**config.mk**
```make
export PLATFORM = sky130hd
export DESIGN_NAME = rmc_req_arbiter_flat
export DESIGN_NICKNAME = d
export VERILOG_FILES = /design/src/rtl/rmc_req_arbiter_pkg.sv /design/src/rtl/rmc_req_arbiter_if.sv /design/src/rtl/rmc_req_arbiter_rr_pick.sv /design/src/rtl/rmc_req_arbiter.sv /design/src/flat_wrapper.sv
export SDC_FILE = /design/constraint.sdc
export NUM_CORES = 1
export LEC_CHECK = 0
export CAP_MARGIN = 20
export CORE_ASPECT_RATIO = 1.25
export CORE_MARGIN = 1.5
export CORE_UTILIZATION = 32
export CTS_BUF_LIST = sky130_fd_sc_hd__clkbuf_4 sky130_fd_sc_hd__clkbuf_8
export DETAILED_ROUTE_END_ITERATION = 16
export PLACE_DENSITY = 0.85
export SYNTH_ARGS = -nofsm -noshare
export SYNTH_HDL_FRONTEND = slang
export SYNTH_SLANG_ARGS = --single-unit
```
**constraint.sdc**
```tcl
create_clock -name clk -period 2.6 [get_ports clk]
set_input_delay 0.26 -clock clk [delete_from_list [all_inputs] [get_ports clk]]
set_output_delay 0.26 -clock clk [all_outputs]
set_load 0.01 [all_outputs]
```
**src/rtl/rmc_req_arbiter_pkg.sv**
```systemverilog
// Shared types for the request-FIFO arbiter in front of cpu_rmc.
// Holds the header layout, the FSM encoding and a header-building helper.
package rmc_req_arbiter_pkg;

    localparam int CPU_DATA_WIDTH = 32;
    localparam int MAX_REQ_WORDS  = 8;
    localparam int REQ_LEN_W      = $clog2(MAX_REQ_WORDS + 1);

    typedef struct packed {
        logic [CPU_DATA_WIDTH-REQ_LEN_W-1:0] rsvd;
        logic [REQ_LEN_W-1:0]                len;
    } req_hdr_t;

    typedef enum logic [1:0] {
        IDLE,
        HDR,
        PAY
    } arb_state_e;

    function automatic logic [CPU_DATA_WIDTH-1:0] mk_req_hdr(
        input logic [CPU_DATA_WIDTH-REQ_LEN_W-1:0] rsvd,
        input logic [REQ_LEN_W-1:0]                len
    );
        req_hdr_t h;
        h.rsvd = rsvd;
        h.len  = len;
        return h;
    endfunction

endpackage

```
**src/rtl/rmc_req_arbiter_if.sv**
```systemverilog
// Requester-side and FIFO-write-side signals of the request arbiter.
// master = requesters + FIFO model, slave = the arbiter.
interface rmc_req_arbiter_if
    import rmc_req_arbiter_pkg::*;
#(
    parameter int NUM_REQ = 4,
    parameter int WIDTH   = CPU_DATA_WIDTH,
    parameter int ID_W    = $clog2(NUM_REQ)
);
    logic [NUM_REQ-1:0]       req_valid;
    logic [NUM_REQ*WIDTH-1:0] req_data;
    logic [NUM_REQ-1:0]       req_ready;
    logic [WIDTH-1:0]         fifo_data_in;
    logic                     fifo_enq;
    logic                     fifo_wrfull;
    logic [ID_W-1:0]          grant_id;
    logic                     busy;
    logic                     len_err;

    modport master (
        output req_valid, req_data, fifo_wrfull,
        input  req_ready, fifo_data_in, fifo_enq, grant_id, busy, len_err
    );

    modport slave (
        input  req_valid, req_data, fifo_wrfull,
        output req_ready, fifo_data_in, fifo_enq, grant_id, busy, len_err
    );
endinterface

```
**src/rtl/rmc_req_arbiter_rr_pick.sv**
```systemverilog
// Round-robin picker: first set bit of valid at or above ptr, with wrap.
// Latency: purely combinational.
// Backpressure: none; the caller decides when the pick is taken.
module rmc_req_arbiter_rr_pick #(
    parameter int NUM_REQ = 4,
    parameter int ID_W    = $clog2(NUM_REQ)
) (
    input  logic [NUM_REQ-1:0] valid,
    input  logic [ID_W-1:0]    ptr,
    output logic               found,
    output logic [ID_W-1:0]    idx
);

    // Scan from the farthest offset down so the nearest valid index wins.
    always_comb begin
        found = 1'b0;
        idx   = '0;
        for (int off = NUM_REQ - 1; off >= 0; off--) begin
            int cand;
            cand = int'(ptr) + off;
            if (cand >= NUM_REQ) cand = cand - NUM_REQ;
            if (valid[cand]) begin
                found = 1'b1;
                idx   = ID_W'(cand);
            end
        end
    end

endmodule

```
**src/rtl/rmc_req_arbiter.sv**
```systemverilog
// Packet-locked round-robin arbiter sharing one request FIFO among NUM_REQ requesters.
// Latency: 1 arbitration cycle, then one word per cycle with zero-latency pass-through.
// Backpressure: fifo_wrfull drops req_ready/fifo_enq in the same cycle; valid drops make bubbles.
module rmc_req_arbiter
    import rmc_req_arbiter_pkg::*;
#(
    parameter int NUM_REQ   = 4,
    parameter int WIDTH     = CPU_DATA_WIDTH,
    parameter int MAX_WORDS = MAX_REQ_WORDS
) (
    input  logic              clk,
    input  logic              rstn,
    rmc_req_arbiter_if.slave  bus
);

    localparam int LEN_W = $clog2(MAX_WORDS + 1);
    localparam int ID_W  = $clog2(NUM_REQ);

    arb_state_e       state_q, state_d;
    logic [ID_W-1:0]  grant_id_q, grant_id_d;
    logic [ID_W-1:0]  rr_ptr_q, rr_ptr_d;
    logic [LEN_W-1:0] cnt_q, cnt_d;
    logic             len_err_q, len_err_d;

    logic             pick_found;
    logic [ID_W-1:0]  pick_idx;
    logic             busy_w;
    logic             beat;
    logic [WIDTH-1:0] gnt_word;
    logic [LEN_W-1:0] hdr_len;
    logic [ID_W-1:0]  next_ptr;
    logic [NUM_REQ-1:0] ready_w;

    rmc_req_arbiter_rr_pick #(
        .NUM_REQ (NUM_REQ),
        .ID_W    (ID_W)
    ) u_rr_pick (
        .valid (bus.req_valid),
        .ptr   (rr_ptr_q),
        .found (pick_found),
        .idx   (pick_idx)
    );

    assign busy_w   = (state_q != IDLE);
    assign gnt_word = bus.req_data[grant_id_q*WIDTH +: WIDTH];
    assign hdr_len  = gnt_word[LEN_W-1:0];
    assign beat     = busy_w && bus.req_valid[grant_id_q] && !bus.fifo_wrfull;
    assign next_ptr = (grant_id_q == ID_W'(NUM_REQ - 1)) ? '0 : grant_id_q + ID_W'(1);

    always_comb begin
        ready_w = '0;
        if (busy_w && !bus.fifo_wrfull) ready_w[grant_id_q] = 1'b1;
    end

    assign bus.req_ready    = ready_w;
    assign bus.fifo_enq     = beat;
    assign bus.fifo_data_in = busy_w ? gnt_word : '0;
    assign bus.grant_id     = grant_id_q;
    assign bus.busy         = busy_w;
    assign bus.len_err      = len_err_q;

    always_comb begin
        state_d    = state_q;
        grant_id_d = grant_id_q;
        rr_ptr_d   = rr_ptr_q;
        cnt_d      = cnt_q;
        len_err_d  = 1'b0;
        unique case (state_q)
            IDLE: begin
                if (pick_found) begin
                    grant_id_d = pick_idx;
                    state_d    = HDR;
                end
            end
            HDR: begin
                if (beat) begin
                    if (hdr_len == '0) begin
                        state_d  = IDLE;
                        rr_ptr_d = next_ptr;
                    end else if (hdr_len > LEN_W'(MAX_WORDS)) begin
                        // Oversized header is still forwarded; only MAX_WORDS payload words follow.
                        cnt_d     = LEN_W'(MAX_WORDS);
                        len_err_d = 1'b1;
                        state_d   = PAY;
                    end else begin
                        cnt_d   = hdr_len;
                        state_d = PAY;
                    end
                end
            end
            PAY: begin
                if (beat) begin
                    cnt_d = cnt_q - LEN_W'(1);
                    if (cnt_q == LEN_W'(1)) begin
                        state_d  = IDLE;
                        rr_ptr_d = next_ptr;
                    end
                end
            end
            default: state_d = IDLE;
        endcase
    end

    always_ff @(posedge clk or negedge rstn) begin
        if (!rstn) begin
            state_q    <= IDLE;
            grant_id_q <= '0;
            rr_ptr_q   <= '0;
            cnt_q      <= '0;
            len_err_q  <= 1'b0;
        end else begin
            state_q    <= state_d;
            grant_id_q <= grant_id_d;
            rr_ptr_q   <= rr_ptr_d;
            cnt_q      <= cnt_d;
            len_err_q  <= len_err_d;
        end
    end

endmodule

```
**src/flat_wrapper.sv**
```systemverilog
// flat-port wrapper written by rule: the top's interface ports become plain ports
module rmc_req_arbiter_flat import rmc_req_arbiter_pkg::*;
#(
    parameter int NUM_REQ   = 4,
    parameter int WIDTH     = CPU_DATA_WIDTH,
    parameter int MAX_WORDS = MAX_REQ_WORDS
)
  (clk, rstn, bus_req_valid, bus_req_data, bus_fifo_wrfull, bus_req_ready, bus_fifo_data_in, bus_fifo_enq, bus_grant_id, bus_busy, bus_len_err);
  rmc_req_arbiter_if #(.NUM_REQ(NUM_REQ), .WIDTH(WIDTH), .ID_W(2)) bus_i ();
  input  logic clk;
  input  logic rstn;
  input wire logic [$bits(bus_i.req_valid)-1:0] bus_req_valid;
  input wire logic [$bits(bus_i.req_data)-1:0] bus_req_data;
  input wire logic [$bits(bus_i.fifo_wrfull)-1:0] bus_fifo_wrfull;
  output wire logic [$bits(bus_i.req_ready)-1:0] bus_req_ready;
  output wire logic [$bits(bus_i.fifo_data_in)-1:0] bus_fifo_data_in;
  output wire logic [$bits(bus_i.fifo_enq)-1:0] bus_fifo_enq;
  output wire logic [$bits(bus_i.grant_id)-1:0] bus_grant_id;
  output wire logic [$bits(bus_i.busy)-1:0] bus_busy;
  output wire logic [$bits(bus_i.len_err)-1:0] bus_len_err;
  assign bus_i.req_valid = bus_req_valid;
  assign bus_i.req_data = bus_req_data;
  assign bus_i.fifo_wrfull = bus_fifo_wrfull;
  assign bus_req_ready = bus_i.req_ready;
  assign bus_fifo_data_in = bus_i.fifo_data_in;
  assign bus_fifo_enq = bus_i.fifo_enq;
  assign bus_grant_id = bus_i.grant_id;
  assign bus_busy = bus_i.busy;
  assign bus_len_err = bus_i.len_err;
  rmc_req_arbiter #(.NUM_REQ(NUM_REQ), .WIDTH(WIDTH), .MAX_WORDS(MAX_WORDS)) u_core (.clk(clk), .rstn(rstn), .bus(bus_i));
endmodule
```
# [Word-level counts from Yosys, hierarchy flattened]
# Cells that the tools add are included.
[op_classes] n_addsub=9 n_lt_le_gt_ge=11 eq_ne=10 n_shift=1 mux=51 reduce_logical=13
[op_table] cell="2-to-1 mux 32 bit" n=5
[op_table] cell="< comparator 32 x 4 -> 1 bit (second input constant)" n=4
[op_table] cell="variable part select 128 x 8 -> 32 bit" n=1
[op_table] cell="greater-or-equal comparator 32 x 4 -> 1 bit (second input constant)" n=1
[op_table] cell="subtractor 32 x 4 -> 32 bit (second input constant)" n=1
[op_table] cell="2-to-1 mux 2 bit" n=14
[op_table] cell="2-to-1 mux 4 bit" n=5
[op_table] cell="2-to-1 mux 1 bit" n=18
[op_table] cell="binary-select mux 1 bit (select 2 bit)" n=5
[op_table] cell="case mux 4 bit (2 select lines)" n=1
[op_table] cell="AND reduction 4 bit" n=2
[op_table] cell="subtractor 3 x 3 -> 4 bit (second input constant)" n=2
[op_table] cell="adder 2 x 2 -> 3 bit (second input constant)" n=2
[op_table] cell="greater-or-equal comparator 3 bit (second input constant)" n=2
[op_table] cell="inequality test 2 x 1 -> 1 bit (second input constant)" n=3
[op_table] cell="inequality test 2 bit (second input constant)" n=3
[op_table] cell="case mux 2 bit (3 select lines)" n=1
[op_table] cell="AND reduction 5 bit" n=1
[op_table] cell="equality test 2 bit (second input constant)" n=2
[op_table] cell="equality test 4 x 1 -> 1 bit (second input constant)" n=1
[op_table] cell="greater-than comparator 4 bit (second input constant)" n=1
[op_table] cell="logical AND 1 bit" n=4
[op_table] cell="zero test 4 bit" n=1
[op_table] cell="case mux 2 bit (2 select lines)" n=1
[op_table] cell="other kinds (13)" n=14
[totals] reg_bits=11 inputBits=135 output_inout_bits=41 wordCells=100

# [Logic depth before layout (Yosys ltp)]
[logic_depth] ltp_word=12 depth_mapped=8 depth_no_buf=6

# [Modules after synthesis]
# Synthesis repeated with hierarchy kept, for this count alone.
[hier_totals] cells_unflattened=164 area_unflattened_um2=1778.0
[modules_own_cells] module="rmc_req_arbiter" instances=1 cells_each=151 area_each_um2=1700.4 seq_area_each_um2=275.3
[modules_own_cells] module="rmc_req_arbiter_rr_pick" instances=1 cells_each=13 area_each_um2=77.6 seq_area_each_um2=0.0

# [Least setup slack after synthesis]
# OpenSTA, ideal clock, no wires.
[synth_timing] kind="register to register" startpoint="reg u_core.grant_id_q[0], in the netlist u_core.bus.grant_id[0]" endpoint="reg u_core.cnt_q[3]" setup_time_ns=0.126 arrival_time_ns=1.851 required_ns=2.474 path_slack_ns=0.623 stages_incl_launch_ff=6 n_path_buf=1 synth_period_minus_slack_ns=1.977 cell_sequence="dfrtp_1 buf_6 mux4_2 o41ai_2 a21oi_1 o32a_1"
[synth_via] elab_chain_cells=6 elab_cells_between_ends=15 classes_between="order compare: 1; eq/ne: 3; shift: 1; mux: 6; reduce/logical: 4"
[synth_rtl] element="from (decl)" line_no="rmc_req_arbiter.sv:20" text="logic [ID_W-1:0] grant_id_q, grant_id_d;"
[synth_rtl] element="from (signal assigned)" line_no="rmc_req_arbiter.sv:113" text="grant_id_q <= grant_id_d;"
[synth_rtl] element="variable part select 128 x 8 -> 32 bit or binary-select mux 1 bit (select 2 bit) (tied branches)" line_no="rmc_req_arbiter.sv:45, rmc_req_arbiter.sv:47"
[synth_rtl] element="greater-than comparator 4 bit or 2-to-1 mux 1 bit (tied branches)" line_no="rmc_req_arbiter.sv:80, rmc_req_arbiter.sv:47"
[synth_rtl] element="2-to-1 mux 4 bit or logical AND 1 bit (tied branches)" line_no="rmc_req_arbiter.sv:80, rmc_req_arbiter.sv:47"
[synth_rtl] element="2-to-1 mux 4 bit or logical AND 1 bit (tied branches)" line_no="rmc_req_arbiter.sv:77, rmc_req_arbiter.sv:47"
[synth_rtl] element="2-to-1 mux 4 bit or inequality test 2 bit (tied branches)"
[synth_rtl] element="case mux 4 bit (2 select lines) or AND reduction 4 bit (tied branches)"
[synth_rtl] element="to (signal assigned)" line_no="rmc_req_arbiter.sv:115" text="cnt_q <= cnt_d;"
[synth_rtl] element="to (decl)" line_no="rmc_req_arbiter.sv:22" text="logic [LEN_W-1:0] cnt_q, cnt_d;"
# Parallel ways exist; a longest one is shown, timed or not. The select of a mux whose other input is x is not followed.
# A chain may end at the register's enable or synchronous reset.

# [Worst setup path after layout]
[layout_timing] startpoint="reg u_core.grant_id_q[0], in the netlist u_core.bus.grant_id[0]" endpoint="out bus_fifo_data_in[3]"
[layout_via] elab_chain_cells=2
[layout_rtl] element="variable part select 128 x 8 -> 32 bit" line_no="rmc_req_arbiter.sv:45" text="assign gnt_word = bus.req_data[grant_id_q*WIDTH +: WIDTH];"
[layout_rtl] element="2-to-1 mux 32 bit" line_no="rmc_req_arbiter.sv:57" text="assign bus.fifo_data_in = busy_w ? gnt_word : '0;"
[layout_rtl] element="to (decl)" line_no="flat_wrapper.sv:16" text="output wire logic [$bits(bus_i.fifo_data_in)-1:0] bus_fifo_data_in;"
# Every way passes these cells.

==> Flow_metrics.wiki <==
{| class="wikitable"
! Metric !! Value
|-
| Portion of synthesized cell area occupied by the leading cell type || about two fifths
|-
| Total track usage || a little under a quarter
|-
| Core area || 5520 um^2
|-
| DR vias || about 2200
|-
| Critical path's top delay family || buffers and inverters
|-
| Initial antenna violation count || 0
|-
| Syn Std Cell Area || 1860 um^2
|-
| Biggest fanout along the worst timing path || 31
|-
| Setup TNS after final layout || 0 ns
|-
| Antenna-violating nets left || 0
|-
| Master of the slowest instance on the critical path || sky130_fd_sc_hd__mux4_2
|-
| Worst hold margin || 0.365 ns
|-
| Category of the worst setup path capture point || output port
|-
| Die outline width || 71.2 um
|-
| Distinct cell type count of the synthesized netlist || 41
|-
| End-of-flow core utilization || just under 70%
|-
| Setup CP Type || reg -> out
|-
| Number of buffers and inverters on the critical path || 2
|-
| PnR worst setup slack || ~0.14 ns
|-
| Register-to-Register Path Depth || 5
|-
| Ys Warns || 0
|-
| Top cells by area in the synthesized netlist || sky130_fd_sc_hd__mux4_2 40%, sky130_fd_sc_hd__dfrtp_1 15%, sky130_fd_sc_hd__nor2b_1 11%
|-
| Min Clock Period, post-route || between 2 and 2.5 ns
|-
| Full die area || 6280 um^2
|-
| CTS H-tree lvls || 1
|-
| Critical path startpoint || u_core.bus.grant_id[0]
|-
| Post-route clock skew || ~0.00093 ns
|-
| Die height || between 80 and 90 um
|-
| Worst-case setup slack after placement || about 0.38 ns
|-
| DRC violation count after routing || 0
|-
| Post_cts resized || 0
|-
| Worst EP required || between 2 and 2.5 ns
|-
| Worst ir drop on vdd || approximately 360 uV
|-
| Maximum number of pins on one net before global-route repair || 35
|-
| Critical register-to-register path endpoint || u_core.cnt_q[3]
|-
| Buffers added on ports || 175
|-
| Ports placed on the boundary || 176
|-
| Rows || 30
|-
| Finished Cell Area || around 3700 um^2
|-
| Share of cells above drive strength 1 || 14.7%
|-
| Post-CTS Repair Setup Buffers || 0
|-
| Dpl hpwl || 6390 um
|-
| Number of pins with negative max-slew slack in the final report || 0
|-
| Leading cell type in the layout, fill and taps excluded || sky130_fd_sc_hd__clkdlybuf4s50_1
|-
| Clock-pin slew reported for the worst setup and hold paths after clock tree synthesis || roughly 0.060 ns
|-
| Arrival time at the worst endpoint || roughly 2.2 ns
|-
| Average instance area after synthesis || 10.6 um^2
|-
| DR pass1 iterations || 4
|-
| Launching element type of the critical path || register
|-
| Worst Hold Class || in -> async
|-
| WL per Instance || around 18 um
|-
| Clock sink count || 11
|-
| Maxcap violations || 0
|-
| Final count of hold timing violations || 0
|-
| Source of the worst register-to-register timing path || u_core.bus.grant_id[0]
|-
| First-pass GRT wire length || 11200 um
|-
| Final setup vio count || 0
|-
| Setup slack of the worst register-to-register path || roughly 0.38 ns
|-
| Vias in the first global route || 2315
|-
| Count of routing violations after the opening detailed-route iteration || approximately 170
|-
| Area after DPL || roughly 3700 um^2
|-
| Number of buffers inserted during clock tree synthesis || 3
|-
| Cell-by-cell trace of the critical path || buf_12 -> mux4_2 -> nor2b_1 -> clkdlybuf4s50_1
|-
| Gate Count Post-Synth || 176
|-
| Max-Slew Margin vs Limit || around 64%
|-
| Cell Pwr Density || just under 900 nW/um^2
|-
| GRT Residual Overflow || 0
|-
| Clock tree from TritonCTS || done
|-
| Area leader, netlist || sky130_fd_sc_hd__mux4_2
|-
| Final #Nets || roughly 490
|-
| Area Overhead vs Synth || 101%
|-
| Worst setup endpoint || bus_fifo_data_in[3]
|-
| Maximum buffer depth of the clock tree || 2
|-
| Total length of routed wires || between 7000 and 8000 um
|-
| Cell at the root of the clock tree || sky130_fd_sc_hd__clkbuf_8
|-
| Number of hold-repair buffers added at the cts stage || 0
|-
| Number of cells on the critical path || 4
|-
| Max frequency || approximately 410 MHz
|-
| Final Wtd Congestion || 0.862
|-
| Synthesis-stage register bit count || 11
|-
| Stage delay of the slowest cell on the critical path || approximately 0.65 ns
|-
| Slew at the pin closest to its max-slew limit || approximately 0.54 ns
|-
| Outcome || finished clean
|-
| Most frequent cells in the layout || 175 x sky130_fd_sc_hd__clkdlybuf4s50_1, 34 x sky130_fd_sc_hd__nor2b_1, 33 x sky130_fd_sc_hd__mux4_2
|-
| Final worst path period share || approximately 95%
|-
| Initial core utilization || between 30% and 40%
|-
| Total of fill cells in the finished design || roughly 420
|-
| Count of antenna diodes in the layout || 0
|-
| RSZ-0062 raised after global routing || false
|-
| Synthesized netlist net count || between 300 and 400
|-
| Share of synthesized area occupied by flip-flops and latches || 14.8%
|-
| Insertion delay to the later sink of the worst-skew pair || 0.25 ns
|-
| LEAKAGE || 1.39 nW
|-
| Average via count per standard cell || between 5 and 6
|}
[synth_stat cells, drive strengths merged]
master / number
and2: 5
inv: 9
or3b: 1
nand4: 2
o21ba: 1
xnor2: 1
o41ai: 2
o221ai: 1
buf: 5
nor3: 3
mux4: 33
a22oi: 2
nor2b: 34
or3: 2
nand3: 4
clkbuf: 9
nor2: 8
a211oi: 1
or4b: 1
nand2: 7
ha: 6
or4: 1
mux2i: 3
o2111a: 1
nand2b: 4
nor4: 2
o21ai: 3
and3: 1
o21a: 1
dfrtp: 11
o22ai: 1
and4: 1
a21oi: 4
o211ai: 2
or2: 1
o32ai: 2
o32a: 1
[per-layer routing]
metal	vias to the layer above	GRT usage (%)	share of wire, %
met5	-	0	0
met4	0	6.52	1.8
met3	15	5.92	8.7
met2	128	43.4	55
met1	1039	25.1	34
li1	1020	-	-
[kinds of logic (layout without fill, tap and decap cells)]
| logic type | after synthesis | in the layout | share of synthesized area, % |
|---|---|---|---|
| AND/OR/NAND/NOR | 77 | 77 | 24.3 |
| AO/OA/AOI/OAI | 22 | 22 | 9.42 |
| buffers and inverters | 23 | 194 | 5.45 |
| flip-flops | 11 | 11 | 14.8 |
| multiplexers | 36 | 36 | 41.6 |
| XOR/XNOR | 1 | 1 | 0.471 |
| adder cells (fa/ha/maj) | 6 | 6 | 4.03 |
[area by class of cell]
class / instances / area (um^2) / share of cell area [%]
repair buffers: 181 / 1820 / 48.6
flip-flops and latches: 11 / 277 / 7.38
well taps: 64 / 80.1 / 2.14
inverters: 9 / 33.8 / 0.902
clock buffers: 4 / 48.8 / 1.30
multi-input cells: 142 / 1490 / 39.7
[power breakdown]
group / leakage (nW) / internal [mW] / switching, mW
clock network: 0.0262 / 0.119 / 0.0776
registers: 0.128 / 0.234 / 0.0931
logic: 1.24 / 1.62 / 1.15
total: 1.39 / 1.97 / 1.32
[flip-flops by register name (all words and copies together), names as in the netlist]
register and flops:
u_core.state_q 2, u_core.bus.len_err 1, u_core.cnt_q 4, u_core.bus.grant_id 2, u_core.rr_ptr_q 2
[worst register-to-register path, delay by kind of cell (launching register included)]
| family | cells | cell delay [ns] |
|---|---|---|
| flip-flops | 1 | 0.38 |
| AO/OA/AOI/OAI | 3 | 0.80 |
| multiplexers | 1 | 0.67 |
| buffers and inverters | 1 | 0.25 |
[per-stage QoR]
step / std cells / power [mW]
detailed placement: 407 / 3.11
floorplan: 176 / 1.85
finish: 411 / 3.29
global route: 411 / 3.51
global placement: 407 / 3.05
CTS: 411 / 3.31
[worst min path at each step]
stage	startpoint	to	slack, ns	cells past startpoint
2_1_floorplan	rstn	u_core.bus.grant_id[0]	-0.04	0
3_3_place_gp	u_core.cnt_q[2]	u_core.cnt_q[2]	0.52	1
3_5_place_dp	u_core.cnt_q[2]	u_core.cnt_q[2]	0.53	1
4_1_cts	rstn	u_core.cnt_q[0]	0.39	1
5_1_grt	rstn	u_core.cnt_q[1]	0.40	1
6_report	rstn	u_core.cnt_q[1]	0.37	1
Power figures use the tool's default switching activity.
